<file path="config.mk">
export PLATFORM = sky130hd
export DESIGN_NAME = instr_encoder
export DESIGN_NICKNAME = d
export VERILOG_FILES = /design/src/rtl/instr_encoder.sv
export SDC_FILE = /design/constraint.sdc
export NUM_CORES = 1
export LEC_CHECK = 0
export BUFFER_PORTS_ARGS = -buffer_cell sky130_fd_sc_hd__buf_2
export CAP_MARGIN = 20
export CORE_MARGIN = 8
export CORE_UTILIZATION = 25
export DETAILED_ROUTE_END_ITERATION = 8
export PLACE_DENSITY = 0.45
export SETUP_SLACK_MARGIN = 0.05
export SYNTH_ARGS = -nofsm -noshare
export SYNTH_HDL_FRONTEND = slang
export SYNTH_SLANG_ARGS = --single-unit
export TNS_END_PERCENT = 50
</file>
<file path="constraint.sdc">
create_clock -name clk -period 1.5 [get_ports clk]
set_input_delay 0.3 -clock clk [delete_from_list [all_inputs] [get_ports clk]]
set_output_delay 0.3 -clock clk [all_outputs]
set_load 0.01 [all_outputs]
</file>
<file path="src/rtl/instr_encoder.sv">
// instr_encoder: packs decoded RV32I fields into 32-bit instruction words.
//
// Requests arrive over a valid/ready handshake, are encoded combinationally,
// and are queued in a 2-entry FIFO that presents words in order over a second
// valid/ready handshake. Illegal field combinations are replaced with a NOP
// (0x00000013), tagged with out_illegal, and counted in a saturating counter.
//
// Ports:
//   clk, rst_n       clock (rising edge), asynchronous active-low reset
//   in_valid/ready   request handshake; in_ready depends on FIFO occupancy only
//   in_kind          instruction class (0..8 legal)
//   in_alu_ctrl      ALU / branch operation code
//   in_mem_f3        load/store width funct3
//   in_rd/rs1/rs2    register indices
//   in_imm           immediate (byte offset for branches/jumps)
//   out_valid/ready  output handshake at FIFO head
//   out_instr        encoded word at FIFO head (0 when empty)
//   out_illegal      head entry came from an illegal request
//   illegal_cnt      saturating count of accepted illegal requests
module instr_encoder #(
    parameter int DEPTH = 2,
    parameter int CNT_W = 8
) (
    input  logic             clk,
    input  logic             rst_n,
    input  logic             in_valid,
    output logic             in_ready,
    input  logic [3:0]       in_kind,
    input  logic [3:0]       in_alu_ctrl,
    input  logic [2:0]       in_mem_f3,
    input  logic [4:0]       in_rd,
    input  logic [4:0]       in_rs1,
    input  logic [4:0]       in_rs2,
    input  logic [31:0]      in_imm,
    output logic             out_valid,
    input  logic             out_ready,
    output logic [31:0]      out_instr,
    output logic             out_illegal,
    output logic [CNT_W-1:0] illegal_cnt
);

    typedef enum logic [3:0] {
        KIND_R      = 4'd0,
        KIND_I_ALU  = 4'd1,
        KIND_LOAD   = 4'd2,
        KIND_STORE  = 4'd3,
        KIND_BRANCH = 4'd4,
        KIND_LUI    = 4'd5,
        KIND_AUIPC  = 4'd6,
        KIND_JAL    = 4'd7,
        KIND_JALR   = 4'd8
    } kind_e;

    typedef enum logic [3:0] {
        ALU_ADD  = 4'h0,
        ALU_SUB  = 4'h1,
        ALU_AND  = 4'h2,
        ALU_OR   = 4'h3,
        ALU_XOR  = 4'h4,
        ALU_SLL  = 4'h5,
        ALU_SRL  = 4'h6,
        ALU_SRA  = 4'h7,
        ALU_SLT  = 4'h8,
        ALU_SLTU = 4'h9,
        ALU_BEQ  = 4'hA,
        ALU_BNE  = 4'hB,
        ALU_BLT  = 4'hC,
        ALU_BGE  = 4'hD,
        ALU_BLTU = 4'hE,
        ALU_BGEU = 4'hF
    } alu_e;

    localparam logic [31:0] NOP = 32'h0000_0013;

    // ------------------------------------------------------------------
    // Field encoding
    // ------------------------------------------------------------------
    logic [2:0]  alu_f3;
    logic [2:0]  br_f3;
    logic [6:0]  funct7;
    logic        is_shift;
    logic        alu_op_ok;
    logic [31:0] enc_word;
    logic        illegal;
    logic [31:0] push_word;

    always_comb begin
        alu_f3    = '0;
        br_f3     = '0;
        is_shift  = 1'b0;
        alu_op_ok = (in_alu_ctrl < 4'hA);
        funct7    = ((in_alu_ctrl == ALU_SUB) || (in_alu_ctrl == ALU_SRA))
                    ? 7'b0100000 : 7'b0000000;
        case (in_alu_ctrl)
            ALU_ADD, ALU_SUB: alu_f3 = 3'b000;
            ALU_SLL:  begin alu_f3 = 3'b001; is_shift = 1'b1; end
            ALU_SLT:  alu_f3 = 3'b010;
            ALU_SLTU: alu_f3 = 3'b011;
            ALU_XOR:  alu_f3 = 3'b100;
            ALU_SRL, ALU_SRA: begin alu_f3 = 3'b101; is_shift = 1'b1; end
            ALU_OR:   alu_f3 = 3'b110;
            ALU_AND:  alu_f3 = 3'b111;
            ALU_BEQ:  br_f3  = 3'b000;
            ALU_BNE:  br_f3  = 3'b001;
            ALU_BLT:  br_f3  = 3'b100;
            ALU_BGE:  br_f3  = 3'b101;
            ALU_BLTU: br_f3  = 3'b110;
            ALU_BGEU: br_f3  = 3'b111;
            default:  ;
        endcase
    end

    always_comb begin
        enc_word = '0;
        illegal  = 1'b0;
        case (in_kind)
            KIND_R: begin
                enc_word = {funct7, in_rs2, in_rs1, alu_f3, in_rd, 7'b0110011};
                illegal  = !alu_op_ok;
            end
            KIND_I_ALU: begin
                // Shift-immediates carry funct7 in the upper immediate bits.
                if (is_shift)
                    enc_word = {funct7, in_imm[4:0], in_rs1, alu_f3, in_rd, 7'b0010011};
                else
                    enc_word = {in_imm[11:0], in_rs1, alu_f3, in_rd, 7'b0010011};
                illegal = !alu_op_ok || (in_alu_ctrl == ALU_SUB);
            end
            KIND_LOAD: begin
                enc_word = {in_imm[11:0], in_rs1, in_mem_f3, in_rd, 7'b0000011};
                illegal  = (in_mem_f3 == 3'b011) || (in_mem_f3 == 3'b110) ||
                           (in_mem_f3 == 3'b111);
            end
            KIND_STORE: begin
                enc_word = {in_imm[11:5], in_rs2, in_rs1, in_mem_f3, in_imm[4:0],
                            7'b0100011};
                illegal  = (in_mem_f3 >= 3'b011);
            end
            KIND_BRANCH: begin
                enc_word = {in_imm[12], in_imm[10:5], in_rs2, in_rs1, br_f3,
                            in_imm[4:1], in_imm[11], 7'b1100011};
                illegal  = alu_op_ok || in_imm[0];
            end
            KIND_LUI:   enc_word = {in_imm[31:12], in_rd, 7'b0110111};
            KIND_AUIPC: enc_word = {in_imm[31:12], in_rd, 7'b0010111};
            KIND_JAL: begin
                enc_word = {in_imm[20], in_imm[10:1], in_imm[11], in_imm[19:12],
                            in_rd, 7'b1101111};
                illegal  = in_imm[0];
            end
            KIND_JALR:  enc_word = {in_imm[11:0], in_rs1, 3'b000, in_rd, 7'b1100111};
            default:    illegal = 1'b1;
        endcase
        push_word = illegal ? NOP : enc_word;
    end

    // ------------------------------------------------------------------
    // Output FIFO
    // ------------------------------------------------------------------
    logic [32:0] mem [2];
    logic        wr_ptr;
    logic        rd_ptr;
    logic [1:0]  count;
    logic        push;
    logic        pop;

    assign in_ready    = (count < 2'(DEPTH));
    assign out_valid   = (count != 2'd0);
    assign push        = in_valid && in_ready;
    assign pop         = out_valid && out_ready;
    // Head is masked when empty so a drained FIFO reads back as zero.
    assign out_instr   = out_valid ? mem[rd_ptr][31:0] : '0;
    assign out_illegal = out_valid ? mem[rd_ptr][32]   : 1'b0;

    always_ff @(posedge clk or negedge rst_n) begin
        if (!rst_n) begin
            mem[0] <= '0;
            mem[1] <= '0;
            wr_ptr <= 1'b0;
            rd_ptr <= 1'b0;
            count  <= '0;
        end else begin
            if (push) begin
                mem[wr_ptr] <= {illegal, push_word};
                wr_ptr      <= ~wr_ptr;
            end
            if (pop)
                rd_ptr <= ~rd_ptr;
            case ({push, pop})
                2'b10:   count <= count + 2'd1;
                2'b01:   count <= count - 2'd1;
                default: count <= count;
            endcase
        end
    end

    always_ff @(posedge clk or negedge rst_n) begin
        if (!rst_n)
            illegal_cnt <= '0;
        else if (push && illegal && (illegal_cnt != '1))
            illegal_cnt <= illegal_cnt + CNT_W'(1);
    end

endmodule

</file>
==> flow_summary_export.csv, run 1 <==
group,metric,value,unit
run_status,run_status,"finished, violations left",
run_status,violations,"setup timing",
synthesis,avgSynthCellArea,8.97,µm²
floorplanning,die_h,155,µm
cells_and_area,fill_cells,1882,
global_routing,grt_use_total,14.2,%
power,p_sw_share,38.9,%
cts,cts-root-buf,"clkbuf_16",
sta,hold_viol,0,
sta,setup_viol,80,
setup_path,arrival,1.54,ns
global_routing,grt_pass1_vias,4914,
synthesis,synth_ff_type,"dfrtp_1",
synthesis,ys_ff_latch,76,
placed_design,place_congestion,0.808,
floorplanning,core_area,0.0188,mm²
synthesis,yosysMostFrequentCell,"dfrtp_1",
run,maxCapViolCount,0,
cts,cts_buffers,9,
global_routing,gr-total-overflow,0,
synthesis,synth_common_cells,"76 x dfrtp_1, 71 x nand2_1, 43 x o21ai_0",
min_path,holdCritPathClass,"in2reg",
cells_and_area,regArea,0.00190,mm²
power,p_seq_share,30.2,%
setup_path,path_buf_inv,3,
sta,tightest_slew,0.618,ns
setup_path,cpMaxStageDelayCell,"dfrtp_2",
setup_path,critPathMaxStageDelay,0.42,ns
cts,cts_max_level,3,
sta,fmax,0.544,GHz
floorplanning,pin_count,105,
setup_path,endpoint_kind,"output pin",
synthesis,yosysTopAreaCellShare,39.6,%
power,power_frac_clock,18.8,%
cells_and_area,drive_gt1_share,50.2,%
power,p_comb_share,51.1,%
cells_and_area,n_antenna_cell,0,
cts,clk_latency,0.33,ns
power,power_density,1470,mW/mm²
sta,fin_ws,-0.339,ns
placed_design,dp_hpwl,12600,µm
setup_path,crit_fanout,7,
sta,relSlewSlack,58.4,%
setup_path,cp-start-kind,"flip-flop",
cts,cts.sinks,76,
power,ir_drop,563,µV
cts,cts_tree,"built",
setup_path,criticalPathCategory,"reg2out",
synthesis,syn-cell-area,0.00480,mm²
power,p_int,6.99,mW
drt,ant_nets,0,
sta,clock_skew,0.00917,ns
drt,first_pass_iters,4,
synthesis,synth_cells,535,
synthesis,synth_top_area_cell,"dfrtp_1",
drt,vias,4838,
cts,clkTransAtPathRegs,0.06,ns
power,p_switching,4.45,mW
floorplanning,die_x,155,µm
cts,cts_buffer_depth,2,
cells_and_area,final_net_count,797,
drt,drtIter0Drc,262,
cells_and_area,fin_area,0.00777,mm²
floorplanning,initial_core_util,25.6,%
cells_and_area,synthToLayoutAreaGrowth,62.0,%
global_routing,antenna_found_initial,0,
sta,finalCriticalPeriod,1.84,ns
sta,finalCritPeriodShare,123,%
synthesis,yosysUniqueCellTypes,57,
cells_and_area,multiInputGateArea,0.00330,mm²
sta,slew_viol_final,0,
global_routing,grt_pass1_wl,27300,µm
global_routing,grt_max_degree,52,
sta,rsz0062_at_grt,"true",
placed_design,io_buffers,104,
synthesis,synth-edff-count,0,
synthesis,yosysSeqAreaShare,39.6,%
placed_design,place_area,0.00630,mm²
setup_path,critPathTopFamily,"buffers and inverters",
floorplanning,num_rows,50,
synthesis,yosysWarnings,0,
power,total_power,11.4,mW
setup_path,worstPathRequired,1.20,ns
drt,drt-total-wl,17700,µm
floorplanning,dieArea,0.0239,mm²
synthesis,synth_nets,599,
synthesis,synthTopCellsByArea,"dfrtp_1 40%, mux2i_1 8.1%, nand2_1 5.6%",
synthesis,async_reset_ff_share,100,%
power,p_leak,3.47,nW
drt,drc,0,
drt,vias_per_cell,4.98,
setup_path,crit_chain,"buf_12 -> buf_4 -> mux2i_1 -> nor2_1 -> buf_2",
drt,wire_per_inst,18.3,µm
-- logic make-up (layout without fill, tap and decap cells) --
kind of cell | count (synthesis) | in the layout | share of synthesized area, %
XOR/XNOR | 13 | 13 | 2.37
buffers and inverters | 61 | 260 | 6.18
AO/OA/AOI/OAI | 150 | 150 | 21.5
multiplexers | 49 | 49 | 10.5
adder cells (fa/ha/maj) | 3 | 3 | 0.730
flip-flops | 76 | 76 | 39.6
AND/OR/NAND/NOR | 183 | 186 | 19.0
-- worst reg2reg max path: stages, from the launching register on --
cell       delay (ns)
dfrtp_1          0.42
nor2b_1          0.13
buf_4            0.17
buf_6            0.14
nand2_8          0.09
clkbuf_16        0.23
nand2_1          0.14
o31ai_4          0.08
-- flip-flops by register name (all words and copies together) (netlist names) --
name / cells
count: 2
illegal_cnt: 8
mem: 64
rd_ptr: 1
wr_ptr: 1
-- per-layer routing --
layer	track usage (%)	wire [µm]
met4	3.97	268
met2	23.3	8720
met5	0	0
met1	18.6	7840
met3	2.90	918
-- final cells by class --
class                   count  share of cell area (%)
repair buffers            232                    24.7
clock inverters             4                   0.644
multi-input cells         401                    42.5
flip-flops and latches     76                    24.5
inverters                  13                   0.725
well taps                 234                    3.77
clock buffers              11                    3.12
-- per-stage QoR --
stage / std cells / utilization [%] / hold slack (ns) / setup slack, ns / setup TNS [ns]
finish: 971 / 41.4 / 0.392 / -0.339 / -9.78
detailed placement: 926 / 33.6 / 0.220 / -0.675 / -36.69
global route: 971 / 41.4 / 0.409 / -0.366 / -15.19
global placement: 926 / 33.6 / 0.215 / -0.579 / -31.15
floorplan: 535 / - / 0.00441 / -0.285 / -9.39
CTS: 958 / 38.5 / 0.347 / -0.328 / -10.20
-- placed cells by master, fill, tap and decap left out, types with 14 or more instances in the layout --
master and count:
buf_2 95, clkbuf_16 14, o21ai_0 16, o21ai_1 22
buf_12 16, buf_6 20, dfrtp_1 75, nand2_1 67
buf_4 88, a21oi_1 14, nand3_1 18, mux2i_1 27
nor2_1 29
-- what timing repair did --
action                                 in CTS  in global routing
endpoints found under the hold margin      19                  0
buffers inserted                           13                  6
gates resized for setup                   105                 87
setup endpoints to repair                 105                104
pin swaps                                  37                 27
gates cloned                                3                  7
hold buffers                                1                  0
-- final timing paths --
check	startpoint	end	slack, ns	depth (start not counted)
hold / removal	in_imm[6]	mem[59]	0.39	3
hold reg to reg	mem[60]	mem[60]	0.48	2
min in group asynchronous	rst_n	mem[8]	0.40	2
setup / recovery	rd_ptr	out_instr[20]	-0.34	5
setup reg to reg	count[1]	mem[3]	0.01	7
max in group asynchronous	rst_n	mem[1]	0.61	3
-- power groups by stage --
stage               Clock, mW  Combinational (mW)  Sequential [mW]
floorplan                   0                2.58             3.31
global placement            0                4.46             3.38
detailed placement          0                4.53             3.42
CTS                      2.19                5.05             3.43
global route             2.29                6.34             3.57
finish                   2.15                5.84             3.45
Note: power is estimated with default switching activity, not from simulation.
==> inputs of run 2 (changes only) <==
==> constraint.sdc (replaced) <==
create_clock -name clk -period 1.5 [get_ports clk]
set_input_delay 0.075 -clock clk [delete_from_list [all_inputs] [get_ports clk]]
set_output_delay 0.075 -clock clk [all_outputs]
set_load 0.01 [all_outputs]
==> run 2 against run 1 <==
Compared with the run above: the run still ends with setup timing left; via count is 3.8% lower; first-iteration DRC count is 32% higher; global-route usage is 1.1 points lower; hold slack worse by 0.32 ns; sequential power hardly changed; sequential share of layout area is 3.6 points higher; critical endpoint is now illegal_cnt[7]; largest power group unchanged; highest routed layer unchanged.
==> flow_summary_export.csv, run 2 (synthesized netlist as in run 1, its figures left out) <==
group,metric,value,unit
sta,hold_viol,0,
placed_design,io_buffers,104,
power,p_leak,3.16,nW
drt,first_pass_iters,4,
global_routing,grt_pass1_wl,25200,µm
drt,drc,0,
setup_path,endpoint_kind,"flip-flop",
sta,relSlewSlack,64.3,%
floorplanning,die_x,155,µm
placed_design,dp_hpwl,11900,µm
floorplanning,dieArea,0.0239,mm²
sta,setup_viol,6,
min_path,whs_path_depth,3,
drt,wire_per_inst,18.3,µm
cells_and_area,final_cell_mix,"103 x buf_2, 77 x buf_4, 74 x dfrtp_1",
global_routing,gr-total-overflow,0,
floorplanning,die_h,155,µm
setup_path,r2r-end,"illegal_cnt[7]",
placed_design,place_congestion,0.800,
cells_and_area,layout_commonest_cell,"buf_2",
floorplanning,core_area,0.0188,mm²
drt,vias_per_cell,4.97,
floorplanning,num_rows,50,
cts,cts_buffers,9,
cells_and_area,final_net_count,762,
drt,vias,4653,
floorplanning,initial_core_util,25.6,%
min_path,min_from,"out_ready",
setup_path,criticalPathCategory,"reg2reg",
global_routing,grt_use_total,13.1,%
run_status,violations,"setup timing",
global_routing,grt_pass1_vias,4601,
floorplanning,pin_count,105,
power,ir_drop,524,µV
run,maxCapViolCount,0,
power,power_density,1560,mW/mm²
sta,fmax,0.645,GHz
sta,finalCritPeriodShare,103,%
setup_path,worstPathRequired,1.76,ns
cells_and_area,fin_util,36.1,%
global_routing,grt_max_degree,63,
drt,ant_nets,0,
setup_path,rr_worst_depth,6,
sta,slew_viol_final,0,
run_status,run_status,"finished, violations left",
cts,cts.sinks,76,
cells_and_area,fill_cells,1946,
setup_path,r2r_start,"count[1]",
sta,hold_slack,0.0756,ns
setup_path,cp-start-kind,"flip-flop",
setup_path,crit_fanout,5,
cells_and_area,n_antenna_cell,0,
sta,clock_skew,0.00361,ns
min_path,hold_path_end,"rd_ptr",
sta,rsz0062_at_grt,"true",
cells_and_area,drive_gt1_share,39.0,%
cts,cts-root-buf,"clkbuf_16",
cts,cts_max_level,3,
setup_path,arrival,1.81,ns
cts,cts_tree,"built",
cts,clk_latency,0.33,ns
sta,tightest_slew,0.529,ns
cells_and_area,largest-register,"mem",
min_path,holdCritPathClass,"in2reg",
setup_path,r2r_slack,-0.05,ns
sta,fin_ws,-0.0498,ns
cells_and_area,synthToLayoutAreaGrowth,41.3,%
drt,drt-total-wl,17100,µm
drt,drtIter0Drc,346,
cells_and_area,largest_register_ffs,64,
global_routing,antenna_found_initial,0,
cells_and_area,reg.largest.list,"mem (64), illegal_cnt (8), count (2)",
cts,cts_buffer_depth,2,
sta,finalCriticalPeriod,1.55,ns
cts,clkTransAtPathRegs,0.06,ns
run 2: cell types whose count changed in the layout (fill, tap and decap cells not counted), moves of 8 or more:
cell     change
buf_12       -8
buf_2        +8
buf_4       -11
buf_6       -16
nor2_1       +9
nor2_2       -9
o21ai_0     +24
o21ai_1     -19
o31ai_1     +19
o31ai_4     -13
run 2: worst max-delay path, cell delays in order (launching register included):
cell,delay (ns)
dfrtp_1,0.42
nor2b_2,0.15
buf_6,0.15
o21ai_4,0.08
or2_4,0.28
a211oi_2,0.23
xor2_1,0.17
run 2: per-stage QoR:
stage	cells	power, mW	setup WS (ns)	TNS [ns]	cell area [µm²]
floorplan	535	5.92	-0.0597	-0.109	4840
global placement	903	7.60	-0.319	-17.17	6050
detailed placement	903	7.71	-0.373	-19.64	6050
CTS	920	10.2	-0.0136	-0.0367	6460
global route	937	11.3	-0.127	-2.59	6780
finish	937	10.5	-0.0498	-0.117	6780
run 2: routing by layer:
| metal | vias to the layer above | track usage [%] | wire length [µm] |
|---|---|---|---|
| met1 | 2297 | 17.0 | 8010 |
| met5 | - | 0 | 0 |
| li1 | 2267 | - | - |
| met2 | 83 | 21.7 | 8360 |
| met4 | 0 | 3.22 | 127 |
| met3 | 6 | 2.84 | 605 |
run 2: worst max path at each step:
stage	start	endpoint
detailed placement	in_kind[0]	mem[20]
global placement	in_kind[0]	mem[20]
finish	count[1]	illegal_cnt[7]
global route	count[1]	illegal_cnt[5]
floorplan	in_alu_ctrl[3]	illegal_cnt[1]
CTS	rd_ptr	out_instr[14]
run 2: layout make-up:
type,count,area (µm²),share of cell area [%]
Clock buffer,12,256,3.79
Clock inverter,4,47.5,0.702
Multi-Input combinational cell,398,2790,41.2
Sequential cell,76,1900,28.1
Timing Repair Buffer,200,1440,21.2
Inverter,13,48.8,0.720
Tap cell,234,293,4.32
run 2: repair_timing:
item,CTS,global route
endpoints found under the setup margin,58,97
hold buffers,1,0
gates cloned,0,7
setup buffers,0,10
resized for setup,20,30
endpoints found under the hold margin,32,0
pin swaps,8,10
run 2: power by group:
group | switching, mW | leakage (nW) | internal, mW
Combinational | 2.67 | 2.01 | 2.24
Sequential | 0.554 | 0.997 | 2.89
Clock | 0.822 | 0.149 | 1.37
